===== config.mk =====
export PLATFORM = sky130hd
export DESIGN_NAME = hamming_encoder_tx
export DESIGN_NICKNAME = d
export VERILOG_FILES = /design/src/rtl/hamming_pkg.sv /design/src/rtl/hamming_piso_load.sv /design/src/rtl/hamming_encoder_tx.sv
export SDC_FILE = /design/constraint.sdc
export NUM_CORES = 1
export LEC_CHECK = 0
export ABC_CLOCK_PERIOD_IN_PS = 2000
export BUFFER_PORTS_ARGS = -buffer_cell sky130_fd_sc_hd__buf_2
export CORE_ASPECT_RATIO = 2
export CORE_MARGIN = 10
export CORE_UTILIZATION = 30
export DETAILED_ROUTE_END_ITERATION = 10
export PLACE_DENSITY = 0.55
export SYNTH_ARGS = -nofsm -noshare
export SYNTH_HDL_FRONTEND = slang
export SYNTH_SLANG_ARGS = --single-unit

===== constraint.sdc =====
create_clock -name clk -period 2 [get_ports clk]
set_clock_uncertainty 0.05 [all_clocks]
set_input_delay 0.1 -clock clk [delete_from_list [all_inputs] [get_ports clk]]
set_output_delay 0.1 -clock clk [all_outputs]
set_load 0.02 [all_outputs]

===== src/rtl/hamming_pkg.sv =====
// Shared Hamming(7,4) definitions used by the encoder/transmitter and the decoder.
package hamming_pkg;

   localparam int WIDTH_DATA = 4;
   localparam int WIDTH_CODE = 7;

   // Codeword bit positions of the data and parity bits
   localparam int IDX_D0 = 2;
   localparam int IDX_D1 = 4;
   localparam int IDX_D2 = 5;
   localparam int IDX_D3 = 6;
   localparam int IDX_P0 = 0;
   localparam int IDX_P1 = 1;
   localparam int IDX_P2 = 3;

   typedef enum logic [1:0] {
      IDLE  = 2'd0,
      SHIFT = 2'd1,
      GAP   = 2'd2
   } tx_state_e;

   function automatic logic [6:0] hamming_encode(input logic [3:0] d);
      logic [6:0] c;
      c         = 7'd0;
      c[IDX_D0] = d[0];
      c[IDX_D1] = d[1];
      c[IDX_D2] = d[2];
      c[IDX_D3] = d[3];
      c[IDX_P0] = d[0] ^ d[1] ^ d[3];
      c[IDX_P1] = d[0] ^ d[2] ^ d[3];
      c[IDX_P2] = d[1] ^ d[2] ^ d[3];
      return c;
   endfunction

endpackage


===== src/rtl/hamming_piso_load.sv =====
// 7-bit parallel-load / shift-left register presenting its MSB as the next serial bit.
module hamming_piso_load
   import hamming_pkg::*;
#(
   parameter logic FILL = 1'b0
) (
   input  logic       clk,
   input  logic       rst_n,
   input  logic       load_i,
   input  logic       shift_i,
   input  logic [6:0] data_i,
   output logic       msb_o
);

   logic [6:0] shreg_q;
   logic [6:0] shreg_d;

   // Next-state selection: load has priority over shift
   always_comb begin
      shreg_d = shreg_q;
      if (load_i) begin
         shreg_d = data_i;
      end else if (shift_i) begin
         shreg_d = {shreg_q[5:0], FILL};
      end else begin
         shreg_d = shreg_q;
      end
   end

   // Shift register state
   always_ff @(posedge clk or negedge rst_n) begin
      if (!rst_n) begin
         shreg_q <= 7'd0;
      end else begin
         shreg_q <= shreg_d;
      end
   end

   assign msb_o = shreg_q[6];

endmodule


===== src/rtl/hamming_encoder_tx.sv =====
// Hamming(7,4) encoder with valid/ready input, optional single-bit error injection
// and MSB-first serialisation of each codeword onto a registered serial link.
module hamming_encoder_tx
   import hamming_pkg::*;
#(
   parameter int   WIDTH_DATA = 4,
   parameter int   WIDTH_CODE = 7,
   parameter int   GAP_CYCLES = 0,
   parameter logic IDLE_LEVEL = 1'b0
) (
   input  logic                  clk,
   input  logic                  rst_n,
   input  logic [WIDTH_DATA-1:0] data_in,
   input  logic                  data_valid,
   output logic                  data_ready,
   input  logic                  err_en,
   input  logic [2:0]            err_pos,
   output logic                  serial_out,
   output logic                  serial_valid,
   output logic                  frame_start,
   output logic [WIDTH_CODE-1:0] codeword,
   output logic                  busy
);

   tx_state_e  state_q, state_d;
   logic [2:0] cnt_q, cnt_d;
   logic [3:0] gap_q, gap_d;
   logic [6:0] codeword_q, codeword_d;
   logic       serial_out_q, serial_out_d;
   logic       serial_valid_q, serial_valid_d;
   logic       frame_start_q, frame_start_d;
   logic       busy_q, busy_d;

   logic       data_ready_s;
   logic       accept_s;
   logic [6:0] cw_enc_s;
   logic [6:0] flip_mask_s;
   logic [6:0] cw_inj_s;
   logic       load_s;
   logic       shift_s;
   logic       next_bit_s;

   assign cw_enc_s    = hamming_encode(data_in);
   assign flip_mask_s = (err_en && (err_pos != 3'd7)) ? (7'd1 << err_pos) : 7'd0;
   assign cw_inj_s    = cw_enc_s ^ flip_mask_s;
   assign accept_s    = data_valid && data_ready_s;

   // Ready decode: idle, or last bit of a frame when frames may run back to back
   always_comb begin
      data_ready_s = 1'b0;
      case (state_q)
         IDLE:    data_ready_s = 1'b1;
         SHIFT:   data_ready_s = (cnt_q == 3'd6) && (GAP_CYCLES == 0);
         GAP:     data_ready_s = 1'b0;
         default: data_ready_s = 1'b0;
      endcase
   end

   // cw[6] goes straight to serial_out, so the shift register is preloaded one bit ahead
   hamming_piso_load #(
      .FILL(IDLE_LEVEL)
   ) u_piso (
      .clk    (clk),
      .rst_n  (rst_n),
      .load_i (load_s),
      .shift_i(shift_s),
      .data_i ({cw_inj_s[5:0], IDLE_LEVEL}),
      .msb_o  (next_bit_s)
   );

   // FSM next state and next values of the registered outputs
   always_comb begin
      state_d        = state_q;
      cnt_d          = cnt_q;
      gap_d          = gap_q;
      codeword_d     = codeword_q;
      load_s         = 1'b0;
      shift_s        = 1'b0;
      serial_out_d   = IDLE_LEVEL;
      serial_valid_d = 1'b0;
      frame_start_d  = 1'b0;
      if (accept_s) begin
         state_d        = SHIFT;
         cnt_d          = 3'd0;
         load_s         = 1'b1;
         codeword_d     = cw_inj_s;
         serial_out_d   = cw_inj_s[6];
         serial_valid_d = 1'b1;
         frame_start_d  = 1'b1;
      end else begin
         case (state_q)
            IDLE: begin
               state_d = IDLE;
            end
            SHIFT: begin
               if (cnt_q == 3'd6) begin
                  cnt_d = 3'd0;
                  gap_d = 4'd0;
                  if (GAP_CYCLES == 0) begin
                     state_d = IDLE;
                  end else begin
                     state_d = GAP;
                  end
               end else begin
                  cnt_d          = cnt_q + 3'd1;
                  shift_s        = 1'b1;
                  serial_out_d   = next_bit_s;
                  serial_valid_d = 1'b1;
               end
            end
            GAP: begin
               if (gap_q == 4'(GAP_CYCLES - 1)) begin
                  state_d = IDLE;
                  gap_d   = 4'd0;
               end else begin
                  gap_d = gap_q + 4'd1;
               end
            end
            default: begin
               state_d = IDLE;
               cnt_d   = 3'd0;
               gap_d   = 4'd0;
            end
         endcase
      end
      busy_d = (state_d != IDLE);
   end

   // State and output registers
   always_ff @(posedge clk or negedge rst_n) begin
      if (!rst_n) begin
         state_q        <= IDLE;
         cnt_q          <= 3'd0;
         gap_q          <= 4'd0;
         codeword_q     <= 7'd0;
         serial_out_q   <= IDLE_LEVEL;
         serial_valid_q <= 1'b0;
         frame_start_q  <= 1'b0;
         busy_q         <= 1'b0;
      end else begin
         state_q        <= state_d;
         cnt_q          <= cnt_d;
         gap_q          <= gap_d;
         codeword_q     <= codeword_d;
         serial_out_q   <= serial_out_d;
         serial_valid_q <= serial_valid_d;
         frame_start_q  <= frame_start_d;
         busy_q         <= busy_d;
      end
   end

   assign data_ready   = data_ready_s;
   assign serial_out   = serial_out_q;
   assign serial_valid = serial_valid_q;
   assign frame_start  = frame_start_q;
   assign codeword     = codeword_q;
   assign busy         = busy_q;

endmodule


Word-level counts from Yosys, hierarchy flattened
Index checks and enable logic that the tools add are counted.

word-level totals
  output and inout port bits = 12
  bits of input ports = 11
  logic and storage cells = 57
  register bits after elaboration = 27

operators by class
  bitwise gates (word level) = 9
  add/subtract/negate cells = 2
  muxes and demuxes = 22
  shift-type cells = 1
  reduce and logical (&&, ||, !) cells = 7
  equality and inequality tests = 7

operators by type and width
  cell                                                    count
  2-to-1 mux 7 bit                                        3
  one-hot mux 4 bit (3 select lines)                      1
  2-to-1 mux 1 bit                                        8
  2-to-1 mux 4 bit                                        2
  << shifter 1 x 3 -> 7 bit (first input constant)        1
  bitwise XOR 7 bit                                       1
  2-to-1 mux 2 bit                                        3
  2-to-1 mux 3 bit                                        2
  one-hot mux 3 bit (2 select lines)                      1
  bitwise XOR 1 bit                                       6
  adder 4 x 1 -> 4 bit (second input constant)            1
  equality test 4 bit (second input constant)             1
  one-hot mux 2 bit (2 select lines)                      1
  nonzero test 2 bit                                      2
  adder 3 x 1 -> 3 bit (second input constant)            1
  equality test 3 bit (second input constant)             1
  inequality test 3 bit (second input constant)           1
  AND reduction 3 bit                                     1
  equality test 2 x 1 -> 1 bit (second input constant)    1
  equality test 2 bit (second input constant)             1
  logical AND 1 bit                                       2
  logical NOT 2 bit                                       1
  inequality test 2 x 1 -> 1 bit (second input constant)  1
  inequality test 2 bit (second input constant)           1
  other kinds (3)                                         4

Depth between registers and ports, before layout
  depth after elaboration = 6
  depth in mapped cells = 8
  mapped depth without buffers = 7

By module
A second synthesis with hierarchy kept.

unflattened totals
  cell total of the unflattened synthesis = 135
  area, all modules = 1447.6 um^2

by module, submodules not included
  module              area each (um^2)  instances  cells an instance  sequential area each (um^2)
  hamming_encoder_tx  1126.1            1          105                500.5
  hamming_piso_load   321.6             1          30                 175.2

Worst setup path after synthesis
Ideal clock, no wire load.

  kind = register to register
  from = reg state_q[1]
  to = reg state_q[0]
  data arrival time = 1.381 ns
  path buffers = 1
  data required time = 1.832 ns
  clock period less this slack = 1.549 ns
  setup time = 0.118 ns
  cell stages (with the launch flop) = 8
  slack = 0.451 ns
  cells stage by stage = dfrtp_1 inv_1 ha_1 and4b_4 o21ai_4 inv_2 buf_6 a21o_1

between the ends
  word-level cells in the longest chain between the ends = 4
  elaborated cells on any way between the ends = 7
  classes of those cells = eq/ne (2); mux (3); reduce/logical (2)

RTL lines
  what                                                               line                       RTL
  start, declared                                                    hamming_encoder_tx.sv:25   tx_state_e state_q, state_d;
  start signal, assigned                                             hamming_encoder_tx.sv:141  state_q <= state_d;
  equality test 2 x 1 -> 1 bit or logical NOT 2 bit (tied branches)  hamming_encoder_tx.sv:51   case (state_q)
  one-hot mux 1 bit (2 select lines) *                               hamming_encoder_tx.sv:51
  logical AND 1 bit *                                                hamming_encoder_tx.sv:46   assign accept_s = data_valid && data_ready_s;
  via accept_s                                                       hamming_encoder_tx.sv:35   logic accept_s;
  2-to-1 mux 2 bit *                                                 hamming_encoder_tx.sv:82   if (accept_s) begin
  via state_d[0]                                                     hamming_encoder_tx.sv:25

The timed path passes the listed nets; every way through them passes the cells marked *.
A chain may end at the register's enable or synchronous reset.

Worst setup path after layout
  from = reg state_q[1]
  to = reg codeword_q[2] (netlist: codeword[2])

between the ends
  word-level cells in the longest chain between the ends = 3
  elaborated cells on any way between the ends = 4
  classes of those cells = eq/ne (1); mux (1); reduce/logical (2)

RTL lines
  what                                                               line                       RTL
  equality test 2 x 1 -> 1 bit or logical NOT 2 bit (tied branches)  hamming_encoder_tx.sv:51
  one-hot mux 1 bit (2 select lines) *                               hamming_encoder_tx.sv:51
  logical AND 1 bit *                                                hamming_encoder_tx.sv:46
  end signal, assigned                                               hamming_encoder_tx.sv:144  codeword_q <= codeword_d;
  end, declared                                                      hamming_encoder_tx.sv:28   logic [6:0] codeword_q, codeword_d;

Every way passes the cells marked *; elsewhere a longest branch is shown, timed or not.

==> out/summary.txt <==
Clock tree sinks: 26
Number of DRC markers in iteration 0: 25
Cell Chain, Critical Path: inv_1 -> ha_1 -> and4b_4 -> o21ai_4 -> inv_2 -> nor2_1 -> a21oi_1
Num CTS Buffers: 3
Worst skew pair latency: 0.27 ns
Post-route ant nets: 0
Final hold slack: 0.1676 ns
Die X: 68.20 µm
EDFF count, synth: 0
Synthesized Nets: 144
Power density over cell area: 815.9 nW/µm²
Setup TNS: 0 ns
Hold Crit Class: primary input to flop
First-pass GRT wire length: 5.313 mm
Synth Flop Type: dfrtp_1
Outcome: complete, no violations
CP max stage delay: 0.38 ns
Fin crit period: 1.816 ns
Largest net degree at the start of global routing: 27
Share of cells above drive strength 1: 27.10%
Layout area overhead: 16.61%
Vias in the first global route: 1147
Count leader, synth: dfrtp_1
Yosys reg bits: 26
Relative slew slack: 61.13%
Max rail drop VDD: 0.2746 mV
Gpl congestion: 0.7445
Crit Path Class: flop to flop
I/O Buffers: 22
DIE HEIGHT: 116.4 µm
WL per Instance: 14.60 µm
H-Tree Level Count: 1
Max capacitance violation total: 0
Top cells by area, synth: dfrtp_1 47%, mux2i_1 5.0%, xnor3_1 4.8%, nand2_1 4.0%, ha_1 3.6%
Final Max Tran Viols: 0
Setup Viol. Count Final: 0
RSZ-0062 raised after global routing: false
Num rows: 35
Grt ovf: 0
CTS tree: done
# diodes: 0
DR DRC count: 0
Routed via count: 1032
Initial Util: 30.60%
Final hold violations: 0
Worst Path Max Fanout: 13
Req. time, crit path: 2.10 ns
Post-route design area: 1625 µm²
FFs w/ async S/R, synth: 100.0%
Post-cts resize count: 0
Top-area cell type share of the netlist area: 46.68%
Leakage: 0.0007843 µW
Period utilization: 90.79%
Mean number of vias per cell: 4.914
Longest Clk Path Bufs: 2
Avg Synthesized Cell Area: 10.80 µm²
Worst setup SP type: flop
Core region area: 4554 µm²
Worst Path Arrival: 1.91 ns
Antenna violations before repair: 0
Cell area after synthesis: 1394 µm²
Root Buffer: clkbuf_8
Hpwl dp: 2.512 mm
Die Area: 7938 µm²
IO Pins: 23
Layout Nets: 171
Cell variety after synth: 36
Critical Path Sink Type: flop
Post-synthesis sequential area ratio: 46.68%
Area post-placement: 1560 µm²
Crit-path slowest cell: dfrtp_1
Synthesized instance count: 129
Slew @ Worst Pin: 0.5830 ns
Clk slew on worst S/H paths: 0.08 ns
Post-Route WL: 3.067 mm
Yosys top cell by area: dfrtp_1
Initial DRT Pass Iterations: 4
Post-synth top cells: 26 x dfrtp_1, 15 x nand2_1, 13 x nor2_1, 7 x mux2i_1, 6 x a21oi_1
Syn. warnings: 0
Fmax achieved: 550.7 MHz
Gr usage total: 8.635%
## final timing paths
check                            startpoint           endpoint  slack (ns)  cells past startpoint
worst max-delay path             state_q[1]        codeword[2]        0.18                      7
worst min register to register  codeword[6]        codeword[6]        0.44                      1
min in group asynchronous             rst_n           gap_q[1]        0.32                      2
worst max register to register   state_q[1]        codeword[2]        0.18                      7
max in group asynchronous             rst_n  u_piso.shreg_q[6]        1.20                      2
worst min-delay path             data_in[2]  u_piso.shreg_q[6]        0.17                      3
## placed cells by master, fill, tap and decap left out, drive strengths merged, types with 4 or more instances in the layout
cell type / count
mux2i: 7
a21o: 5
buf: 24
inv: 4
nand3: 4
ha: 4
nand2: 15
dfrtp: 26
a21oi: 6
clkbuf: 4
o21ai: 6
nor2: 13
xor2: 4
## what timing repair did
item	in CTS	in global routing
buffers inserted	0	0
endpoints found under the hold margin	26	0
hold buffers	1	0
## where the power goes
group          total, µW  leakage [µW]  switching, µW  internal, µW
combinational        341      0.000432            198           143
clock                337     0.0000288            161           176
sequential           648      0.000323           45.5           603
## cell type report
class / count / area (µm²)
fillers: 488 / 2929
inverters: 4 / 15.01
flip-flops and latches: 26 / 650.6
multi-input cells: 96 / 700.7
well taps: 55 / 68.82
clock buffers: 4 / 55.05
repair buffers: 25 / 135.1
## state kept, by name (all words and copies together) (netlist names)
register / count
codeword: 7
u_piso.shreg_q: 6
cnt_q: 3
busy: 1
serial_valid: 1
gap_q: 4
state_q: 2
frame_start: 1
serial_out: 1
## critical path, delay by kind of cell, from the launching register on
family	cells	cell delay [ns]
buffers and inverters	2	0.28
and+or+nand+nor	2	0.36
DFF	1	0.38
adders and majority gates	1	0.25
AOI/OAI and AO/OA	2	0.39
## stage by stage
stage          utilization [%]  power, µW  std cells  setup WS (ns)
6_report                 35.69       1326        210         0.1842
5_1_grt                  35.69       1408        210       0.003841
4_1_cts                  35.69       1348        210         0.1751
3_5_place_dp             34.26       1010        205         0.1905
3_3_place_gp             34.26      996.6        205         0.2724
2_1_floorplan                -      882.3        129         0.4510
## kinds of logic (layout without fill, tap and decap cells)
logic type	after synthesis	after routing	share of synthesized area (%)
AND/OR/NAND/NOR	49	49	19.30
AO/OA/AOI/OAI	26	26	13.11
flip-flops	26	26	46.68
XOR/XNOR	10	10	9.246
multiplexers	7	7	5.027
buffers and inverters	7	33	3.051
adder cells (fa/ha/maj)	4	4	3.591
## layer usage
layer | part of all wire [%] | global-route usage, % | up-vias | wire length, µm
met5 | 0 | 0 | - | 0
met4 | 2.3 | 4.318 | 0 | 70
met3 | 3.1 | 1.537 | 5 | 94
met2 | 59 | 16.48 | 19 | 1823
met1 | 35 | 8.181 | 503 | 1078
li1 | - | - | 505 | -
Power figures use the tool's default switching activity.
